==> src/rtl/imm_extend_unit.sv <==
// Immediate extension unit: zero/sign/load-upper extension and a two-beat concatenation
// mode, with a single registered output stage under valid/ready flow control.
module imm_extend_unit #(
  parameter int unsigned IN_W  = 8,
  parameter int unsigned OUT_W = 16
) (
  input  logic             clk,
  input  logic             rst_n,
  input  logic             in_valid,
  output logic             in_ready,
  input  logic [IN_W-1:0]  in,
  input  logic [1:0]       mode,
  output logic [OUT_W-1:0] extended,
  output logic             out_valid,
  input  logic             out_ready,
  output logic             pending,
  output logic             abort
);

  if (OUT_W < 2 * IN_W) begin : gen_width_check
    $error("imm_extend_unit: OUT_W must be at least 2*IN_W");
  end

  localparam logic [1:0] ModeZero   = 2'b00;
  localparam logic [1:0] ModeSign   = 2'b01;
  localparam logic [1:0] ModeUpper  = 2'b10;
  localparam logic [1:0] ModeConcat = 2'b11;

  typedef enum logic [0:0] {StIdle, StHaveHi} state_e;

  state_e           state_q, state_d;
  logic [IN_W-1:0]  hi_q, hi_d;
  logic [OUT_W-1:0] ext_q, ext_d;
  logic             out_valid_q, out_valid_d;
  logic             abort_q, abort_d;
  logic             accept;
  logic             load;
  logic [OUT_W-1:0] result;

  // Single output register: a draining result frees the slot in the same cycle.
  assign in_ready = !out_valid_q || out_ready;
  assign accept   = in_valid && in_ready;

  always_comb begin
    result = '0;
    unique case (mode)
      ModeZero:   result = OUT_W'(in);
      ModeSign:   result = OUT_W'($signed(in));
      ModeUpper:  result = OUT_W'(in) << (OUT_W - IN_W);
      ModeConcat: result = (OUT_W'(hi_q) << IN_W) | OUT_W'(in);
      default:    result = '0;
    endcase
  end

  always_comb begin
    state_d = state_q;
    hi_d    = hi_q;
    load    = 1'b0;
    abort_d = 1'b0;
    if (accept) begin
      unique case (state_q)
        StIdle: begin
          if (mode == ModeConcat) begin
            hi_d    = in;
            state_d = StHaveHi;
          end else begin
            load = 1'b1;
          end
        end
        StHaveHi: begin
          // Any mode other than concat drops the held high beat and is processed on its own.
          load    = 1'b1;
          state_d = StIdle;
          hi_d    = '0;
          abort_d = (mode != ModeConcat);
        end
        default: state_d = StIdle;
      endcase
    end
  end

  always_comb begin
    ext_d       = ext_q;
    out_valid_d = out_valid_q;
    if (load) begin
      ext_d       = result;
      out_valid_d = 1'b1;
    end else if (out_ready) begin
      out_valid_d = 1'b0;
    end
  end

  always_ff @(posedge clk or negedge rst_n) begin
    if (!rst_n) begin
      state_q     <= StIdle;
      hi_q        <= '0;
      ext_q       <= '0;
      out_valid_q <= 1'b0;
      abort_q     <= 1'b0;
    end else begin
      state_q     <= state_d;
      hi_q        <= hi_d;
      ext_q       <= ext_d;
      out_valid_q <= out_valid_d;
      abort_q     <= abort_d;
    end
  end

  assign extended  = ext_q;
  assign out_valid = out_valid_q;
  assign pending   = (state_q == StHaveHi);
  assign abort     = abort_q;

endmodule

==> config.mk <==
export PLATFORM = sky130hd
export DESIGN_NAME = imm_extend_unit
export DESIGN_NICKNAME = d
export VERILOG_FILES = /design/src/rtl/imm_extend_unit.sv
export SDC_FILE = /design/constraint.sdc
export NUM_CORES = 1
export LEC_CHECK = 0
export BUFFER_PORTS_ARGS = -buffer_cell sky130_fd_sc_hd__buf_2
export CAP_MARGIN = 40
export CORE_ASPECT_RATIO = 1.1
export CORE_MARGIN = 10
export CORE_UTILIZATION = 55
export DETAILED_ROUTE_END_ITERATION = 6
export PLACE_DENSITY = 0.8
export SLEW_MARGIN = 25
export SYNTH_ARGS = -nofsm -noshare
export SYNTH_HDL_FRONTEND = slang
export SYNTH_SLANG_ARGS = --single-unit
export TNS_END_PERCENT = 5
==> constraint.sdc <==
create_clock -name clk -period 2.46 [get_ports clk]
set_input_delay 0.369 -clock clk [delete_from_list [all_inputs] [get_ports clk]]
set_output_delay 0.369 -clock clk [all_outputs]
set_load 0.05 [all_outputs]
==> results of run 1 <==
==> final cells by class <==
type	instances	area, um^2	area share [%]
tap	30	37.5	2.59
inverter	9	33.8	2.33
sequential	27	676	46.6
multi-input combinational	69	512	35.3
timing repair buffer	33	165	11.4
clock buffer	4	26.3	1.81
==> cells in the final DEF (no fill, tap or decap) <==
| master | instances |
|---|---|
| nand3b_4 | 1 |
| and3_4 | 1 |
| buf_2 | 33 |
| or2_1 | 1 |
| inv_1 | 9 |
| a21o_1 | 1 |
| nand2b_1 | 1 |
| nand3_2 | 1 |
| nor3b_2 | 1 |
| dfrtp_1 | 27 |
| a22o_1 | 8 |
| a31oi_1 | 8 |
| and2b_1 | 1 |
| nand2_1 | 9 |
| clkbuf_1 | 1 |
| and4_1 | 1 |
| and3b_1 | 1 |
| a21oi_1 | 17 |
| nor2_1 | 1 |
| mux2i_1 | 8 |
| clkbuf_4 | 3 |
| mux2_2 | 8 |
==> state kept, by name (all words and copies together) (netlist names) <==
name       flops
abort          1
extended      16
hi_q           8
out_valid      1
pending        1
==> layer usage <==
metal	vias up	global-route usage [%]	wire length, um	part of all wire, %
li1	457	-	-	-
met1	471	15.3	1210	43
met2	36	20.8	1390	50
met3	2	4.15	194	6.9
met4	0	2.86	13	0.46
met5	-	0	0	0
==> where the power goes <==
| part | switching [mW] | internal, mW |
|---|---|---|
| sequential | 0.0431 | 0.521 |
| combinational | 0.354 | 0.128 |
| clock | 0.127 | 0.0635 |
| total | 0.525 | 0.712 |
==> worst paths after layout <==
kind	cells past startpoint	end	startpoint	slack [ns]
min in group clk	2	hi_q[2]	in[2]	0.28
min reg2reg	1	hi_q[2]	hi_q[2]	0.52
max in group asynchronous	1	extended[1]	rst_n	2.06
min	1	hi_q[1]	rst_n	0.02
max	3	in_ready	out_valid	0.51
max reg2reg	4	extended[2]	out_valid	0.80
==> worst register-to-register path: cells and delay by family, from the launching register on <==
| kind | cells | cell delay, ns |
|---|---|---|
| simple gates | 2 | 0.62 |
| flops | 1 | 0.41 |
| buf+inv | 1 | 0.32 |
| mux | 1 | 0.24 |
==> cells by family (layout without fill, tap and decap cells) <==
logic type / after synthesis / count (layout) / share of synthesized area, %
mux: 16 / 16 / 13.4
flops: 27 / 27 / 53.2
buf+inv: 17 / 46 / 6.50
compound gates: 34 / 34 / 16.7
simple gates: 19 / 19 / 10.1
==> per-stage QoR <==
stage / area, um^2 / hold slack [ns] / power [mW]
after global routing: 1450 / 0.0514 / 1.30
after global placement: 1420 / 0.398 / 1.05
after floorplan: 1270 / 0.0734 / 0.938
after CTS: 1450 / 0.0500 / 1.24
after detailed placement: 1420 / 0.408 / 1.06
final: 1450 / 0.0231 / 1.24
==> impl_metrics.csv, run 1 <==
group,metric,value,unit
outcome,status,"finished clean",
setup_path,cpPeakStageDelay,0.41,ns
cells_and_area,final_cells,172,
floorplan,ios,34,
cts,cts_setup_buffers,0,
cells_and_area,drive_gt1_share,33.8,%
setup_path,path_max_fanout,13,
sta,max_slew_margin,61.4,%
logic_synthesis,ys_types,23,
detailed_routing,vias,966,
sta,finalHoldViolCount,0,
cells_and_area,antennaDiodeCount,0,
logic_synthesis,synth_nets,127,
sta,fin_ws,0.507,ns
sta,rsz0062_at_grt,"false",
place,gp_congestion,0.766,
detailed_routing,viasPerCell,5.62,
sta,finalSetupViolations,0,
sta,worstMarginPinSlew,0.578,ns
floorplan,fp-row-count,18,
cts,cts-hold-fix-buffers,0,
detailed_routing,first_pass_iters,4,
sta,finalMaxSlewViolations,0,
place,dp_hpwl,2060,um
setup_path,crit_type,"reg -> out",
cells_and_area,finish.utilization,65.0,%
cts,cts_resized,0,
logic_synthesis,yosysTopAreaCell,"dfrtp_1",
power,p_per_area,853,mW/mm^2
setup_path,crit_path_start_kind,"flop",
floorplan,start_util,57.0,%
detailed_routing,ant_nets,0,
cells_and_area,fillers,178,
sta,finalCriticalPeriod,1.95,ns
setup_path,cpLargestDelayFamily,"buffers and inverters",
place,placed_cells,168,
grt,overflow,0,
sta,timing.final.crit_share,79.4,%
logic_synthesis,synthTopCellsByCount,"dfrtp_1, a21oi_1, inv_1, nand2_1",
logic_synthesis,synthCells,113,
logic_synthesis,yosys_warnings,0,
cts,cts_root_buf,"clkbuf_4",
sta,finClkSkew,0.00153,ns
sta,finalSetupTns,0,ns
floorplan,dieArea,0.00463,mm^2
setup_path,arrival,1.58,ns
setup_path,cp_data_required_time,2.09,ns
cts,cts_made_buffers,3,
cts,cts.sinks,27,
detailed_routing,routed_wl,2800,um
grt,antenna_found_initial,0,
setup_path,cp_cell_sequence,"and2b_1 > inv_1 > buf_2",
power,ir_drop,501,uV
cts,cts_max_level,1,
cts,clkTransAtPathRegs,0.14,ns
cells_and_area,area_delta_synth_final,14.2,%
logic_synthesis,synth_top_area_share,53.2,%
logic_synthesis,ys_seq_area_share,53.2,%
logic_synthesis,synth_area_per_cell,11.2,um^2
logic_synthesis,synthMostInstantiatedCell,"dfrtp_1",
detailed_routing,drt_iter0_drc,30,
place,post-place-ws,0.740,ns
grt,grt_pass1_wl,4860,um
cts,clk_latency,0.32,ns
floorplan,die_w,65.8,um
detailed_routing,drc,0,
logic_synthesis,synth_ff_type,"dfrtp_1",
setup_path,worstSetupEndpointType,"primary output",
grt,grt_pass1_vias,1059,
cts,clockBufferDepth,2,
logic_synthesis,synth-edff-count,0,
setup_path,slowest_stage,"dfrtp_1",
detailed_routing,wl_per_cell,16.3,um
logic_synthesis,mappedNetlistArea,0.00127,mm^2
logic_synthesis,ys_ff_latch,27,
sta,max_freq,0.512,GHz
hold_path,holdCritPathClass,"in -> async",
logic_synthesis,synthTopCellsByArea,"dfrtp_1, mux2_2, a21oi_1",
grt,grt_use_total,12.6,%
grt,grt_start_max_net_pins,28,
place,port_buffers,33,
cells_and_area,layout.nets,157,
floorplan,core_area,0.00223,mm^2
floorplan,die_h,70.4,um
logic_synthesis,async_flop_share,100,%
cts,cts_tree,"built",
run,maxCapViolCount,0,
power,p_leak,0.738,nW
setup_path,path_buf_inv,2,
Power figures use the tool's default switching activity.
==> inputs of run 2 (changes only) <==
--- a/config.mk
+++ b/config.mk
@@ -5,13 +5,14 @@
 export SDC_FILE = /design/constraint.sdc
 export NUM_CORES = 1
 export LEC_CHECK = 0
+export ABC_AREA = 1
 export BUFFER_PORTS_ARGS = -buffer_cell sky130_fd_sc_hd__buf_2
 export CAP_MARGIN = 40
 export CORE_ASPECT_RATIO = 1.1
 export CORE_MARGIN = 10
-export CORE_UTILIZATION = 55
+export CORE_UTILIZATION = 51
 export DETAILED_ROUTE_END_ITERATION = 6
-export PLACE_DENSITY = 0.8
+export PLACE_DENSITY = 0.74
 export SLEW_MARGIN = 25
 export SYNTH_ARGS = -nofsm -noshare
 export SYNTH_HDL_FRONTEND = slang
==> constraint.sdc (replaced) <==
create_clock -name clk -period 2 [get_ports clk]
set_input_delay 0.3 -clock clk [delete_from_list [all_inputs] [get_ports clk]]
set_output_delay 0.3 -clock clk [all_outputs]
set_load 0.05 [all_outputs]
==> run 2 against run 1 <==
Effect of this change: area after synthesis up 5.2%; worst hold slack improved by 0.20 ns; clock skew up 0.015 ns; clock power grew 26%; via count grew 19%; sequential power increased by 20%; register-to-register slack worse by 0.10 ns; sequential share of layout area is 2.5 points lower; largest power group unchanged; first-iteration DRC count grew 140%; global-route usage rose by 0.97 points.
==> impl_metrics.csv, run 2 <==
group,metric,value,unit
outcome,status,"finished clean",
place,placed_cell_area,0.00149,mm^2
setup_path,cp_cell_sequence,"buf_2",
floorplan,fp-row-count,19,
setup_path,arrival,1.18,ns
cts,clk_latency,0.33,ns
logic_synthesis,yosysTopAreaCell,"dfrtp_1",
logic_synthesis,synth_nets,179,
cells_and_area,largest_reg_flops,16,
grt,grt_use_total,13.6,%
cells_and_area,final_cells,229,
floorplan,die_w,68.8,um
cells_and_area,final_cell_mix,"nand2_1, nand3_1, buf_2, dfrtp_1",
cts,cts_tree,"built",
sta,finClkSkew,0.0169,ns
detailed_routing,ant_nets,0,
sta,finalSetupViolations,0,
logic_synthesis,ys_seq_area_share,50.6,%
power,p_int,0.819,mW
floorplan,start_util,53.5,%
detailed_routing,viasPerCell,5.04,
cts,cts_max_level,1,
sta,timing.final.crit_share,73.9,%
setup_path,reg2reg_depth,4,
setup_path,path_max_fanout,4,
grt,grt_pass1_vias,1154,
cells_and_area,drive_gt1_share,24.2,%
sta,finalMaxSlewViolations,0,
logic_synthesis,ys_ff_latch,27,
hold_path,holdCritPathClass,"in -> reg",
logic_synthesis,yosys_warnings,0,
cts,clkTransAtPathRegs,0.16,ns
cells_and_area,final_common_cell,"nand2_1",
power,power.share.clock,16.7,%
detailed_routing,vias,1154,
cts,cts_root_buf,"clkbuf_4",
setup_path,crit_path_start_kind,"flop",
place,post-place-ws,0.643,ns
logic_synthesis,async_flop_share,100,%
sta,max_freq,0.677,GHz
power,switchingPower,0.618,mW
logic_synthesis,synth_area_per_cell,8.10,um^2
power,ir_drop,624,uV
logic_synthesis,synth_ff_type,"dfrtp_1",
floorplan,ios,34,
grt,antenna_found_initial,0,
hold_path,worstHoldPathCells,3,
run,maxCapViolCount,0,
sta,finalSetupTns,0,ns
floorplan,dieArea,0.00507,mm^2
cells_and_area,antennaDiodeCount,0,
power,p_per_area,938,mW/mm^2
setup_path,worstSetupEndpointType,"primary output",
cells_and_area,fillers,241,
power,p_leak,0.915,nW
setup_path,crit_type,"reg -> out",
sta,rsz0062_at_grt,"false",
logic_synthesis,ys_types,15,
detailed_routing,routed_wl,3090,um
sta,finalHoldViolCount,0,
cts,cts_made_buffers,3,
logic_synthesis,synthTopCellsByArea,"dfrtp_1, nand2_1, nand3_1",
setup_path,cpLargestDelayFamily,"flip-flops",
setup_path,path_depth,1,
detailed_routing,drc,0,
setup_path,cpPeakStageDelay,0.53,ns
setup_path,slowest_stage,"dfrtp_1",
logic_synthesis,synth-edff-count,0,
cells_and_area,area_delta_synth_final,14.6,%
sta,fin_ws,0.522,ns
cts,clockBufferDepth,2,
logic_synthesis,synthMostInstantiatedCell,"nand2_1",
place,port_buffers,33,
power,seqPwrFrac,47.3,%
power,p_sw_share,43.0,%
place,gp_congestion,0.778,
place,dp_hpwl,2440,um
setup_path,cp_data_required_time,1.70,ns
sta,max_slew_margin,61.6,%
cts,cts_setup_buffers,0,
grt,grt_start_max_net_pins,28,
setup_path,path_buf_inv,1,
place,placed_cells,224,
logic_synthesis,synthCells,165,
grt,overflow,0,
floorplan,die_h,73.7,um
cells_and_area,layout.nets,213,
logic_synthesis,synthTopCellsByCount,"nand2_1, nand3_1, dfrtp_1",
detailed_routing,drt_iter0_drc,71,
cells_and_area,final_area,0.00153,mm^2
cells_and_area,finish.utilization,61.4,%
power,comb_power_share,36.0,%
logic_synthesis,mappedNetlistArea,0.00134,mm^2
floorplan,core_area,0.00250,mm^2
sta,finalCriticalPeriod,1.48,ns
logic_synthesis,synth_top_area_share,50.6,%
grt,grt_pass1_wl,5380,um
sta,worstMarginPinSlew,0.576,ns
detailed_routing,wl_per_cell,13.5,um
detailed_routing,first_pass_iters,4,
cts,cts.sinks,27,
-- run 2: changes by cell type after synthesis, sizes merged, moves of 11 or more --
cell / before / now
a21oi: 17 / 2
nand2: 9 / 72
nand3: 1 / 34
nor2: 1 / 12
-- run 2: what timing repair did --
action | 4_1_cts | 5_1_grt
hold buffers | 1 | 0
endpoints found under the hold margin | 27 | 0
gates resized for setup | 0 | 0
-- run 2: kinds of logic (layout without fill, tap and decap cells) --
kind of cell	after synthesis	after routing	share of synthesized area, %
AND/OR/NAND/NOR	118	118	40.5
buffers and inverters	18	51	7.12
flip-flops	27	27	50.6
AO/OA/AOI/OAI	2	2	1.87
-- run 2: routing by layer --
layer	GRT usage, %	up-vias	wire (um)
met5	0	-	0
met4	7.24	0	47
met3	2.89	6	237
met2	21.3	36	1500
met1	16.9	529	1310
li1	-	583	-
-- run 2: worst paths after layout --
path	end	slack [ns]	start
worst max-delay path	pending	0.52	pending
worst min-delay path	hi_q[5]	0.23	in[5]
worst max register to register	hi_q[1]	0.70	out_valid
worst min register to register	extended[3]	0.49	extended[3]
max in group asynchronous	pending	1.13	rst_n
min in group asynchronous	extended[5]	0.47	rst_n
-- run 2: through the flow --
step | total power [mW] | hold slack, ns
after floorplan | 1.08 | 0.00441
after global placement | 1.20 | 0.324
after detailed placement | 1.21 | 0.336
after CTS | 1.45 | 0.220
after global routing | 1.53 | 0.206
final | 1.44 | 0.225
-- run 2: power groups by stage --
stage | clock, mW | sequential (mW) | combinational, mW
global route | 0.273 | 0.692 | 0.561
global placement | 0 | 0.684 | 0.513
finish | 0.240 | 0.679 | 0.517
detailed placement | 0 | 0.691 | 0.522
floorplan | 0 | 0.911 | 0.168
CTS | 0.246 | 0.680 | 0.524
-- run 2: area by class of cell --
cell class | instances | area [um^2] | area share, %
flip-flops and latches | 27 | 676 | 44.1
multi-input cells | 120 | 566 | 36.9
repair buffers | 34 | 175 | 11.4
inverters | 13 | 48.8 | 3.19
well taps | 31 | 38.8 | 2.53
clock buffers | 3 | 22.5 | 1.47
clock inverters | 1 | 5.00 | 0.327
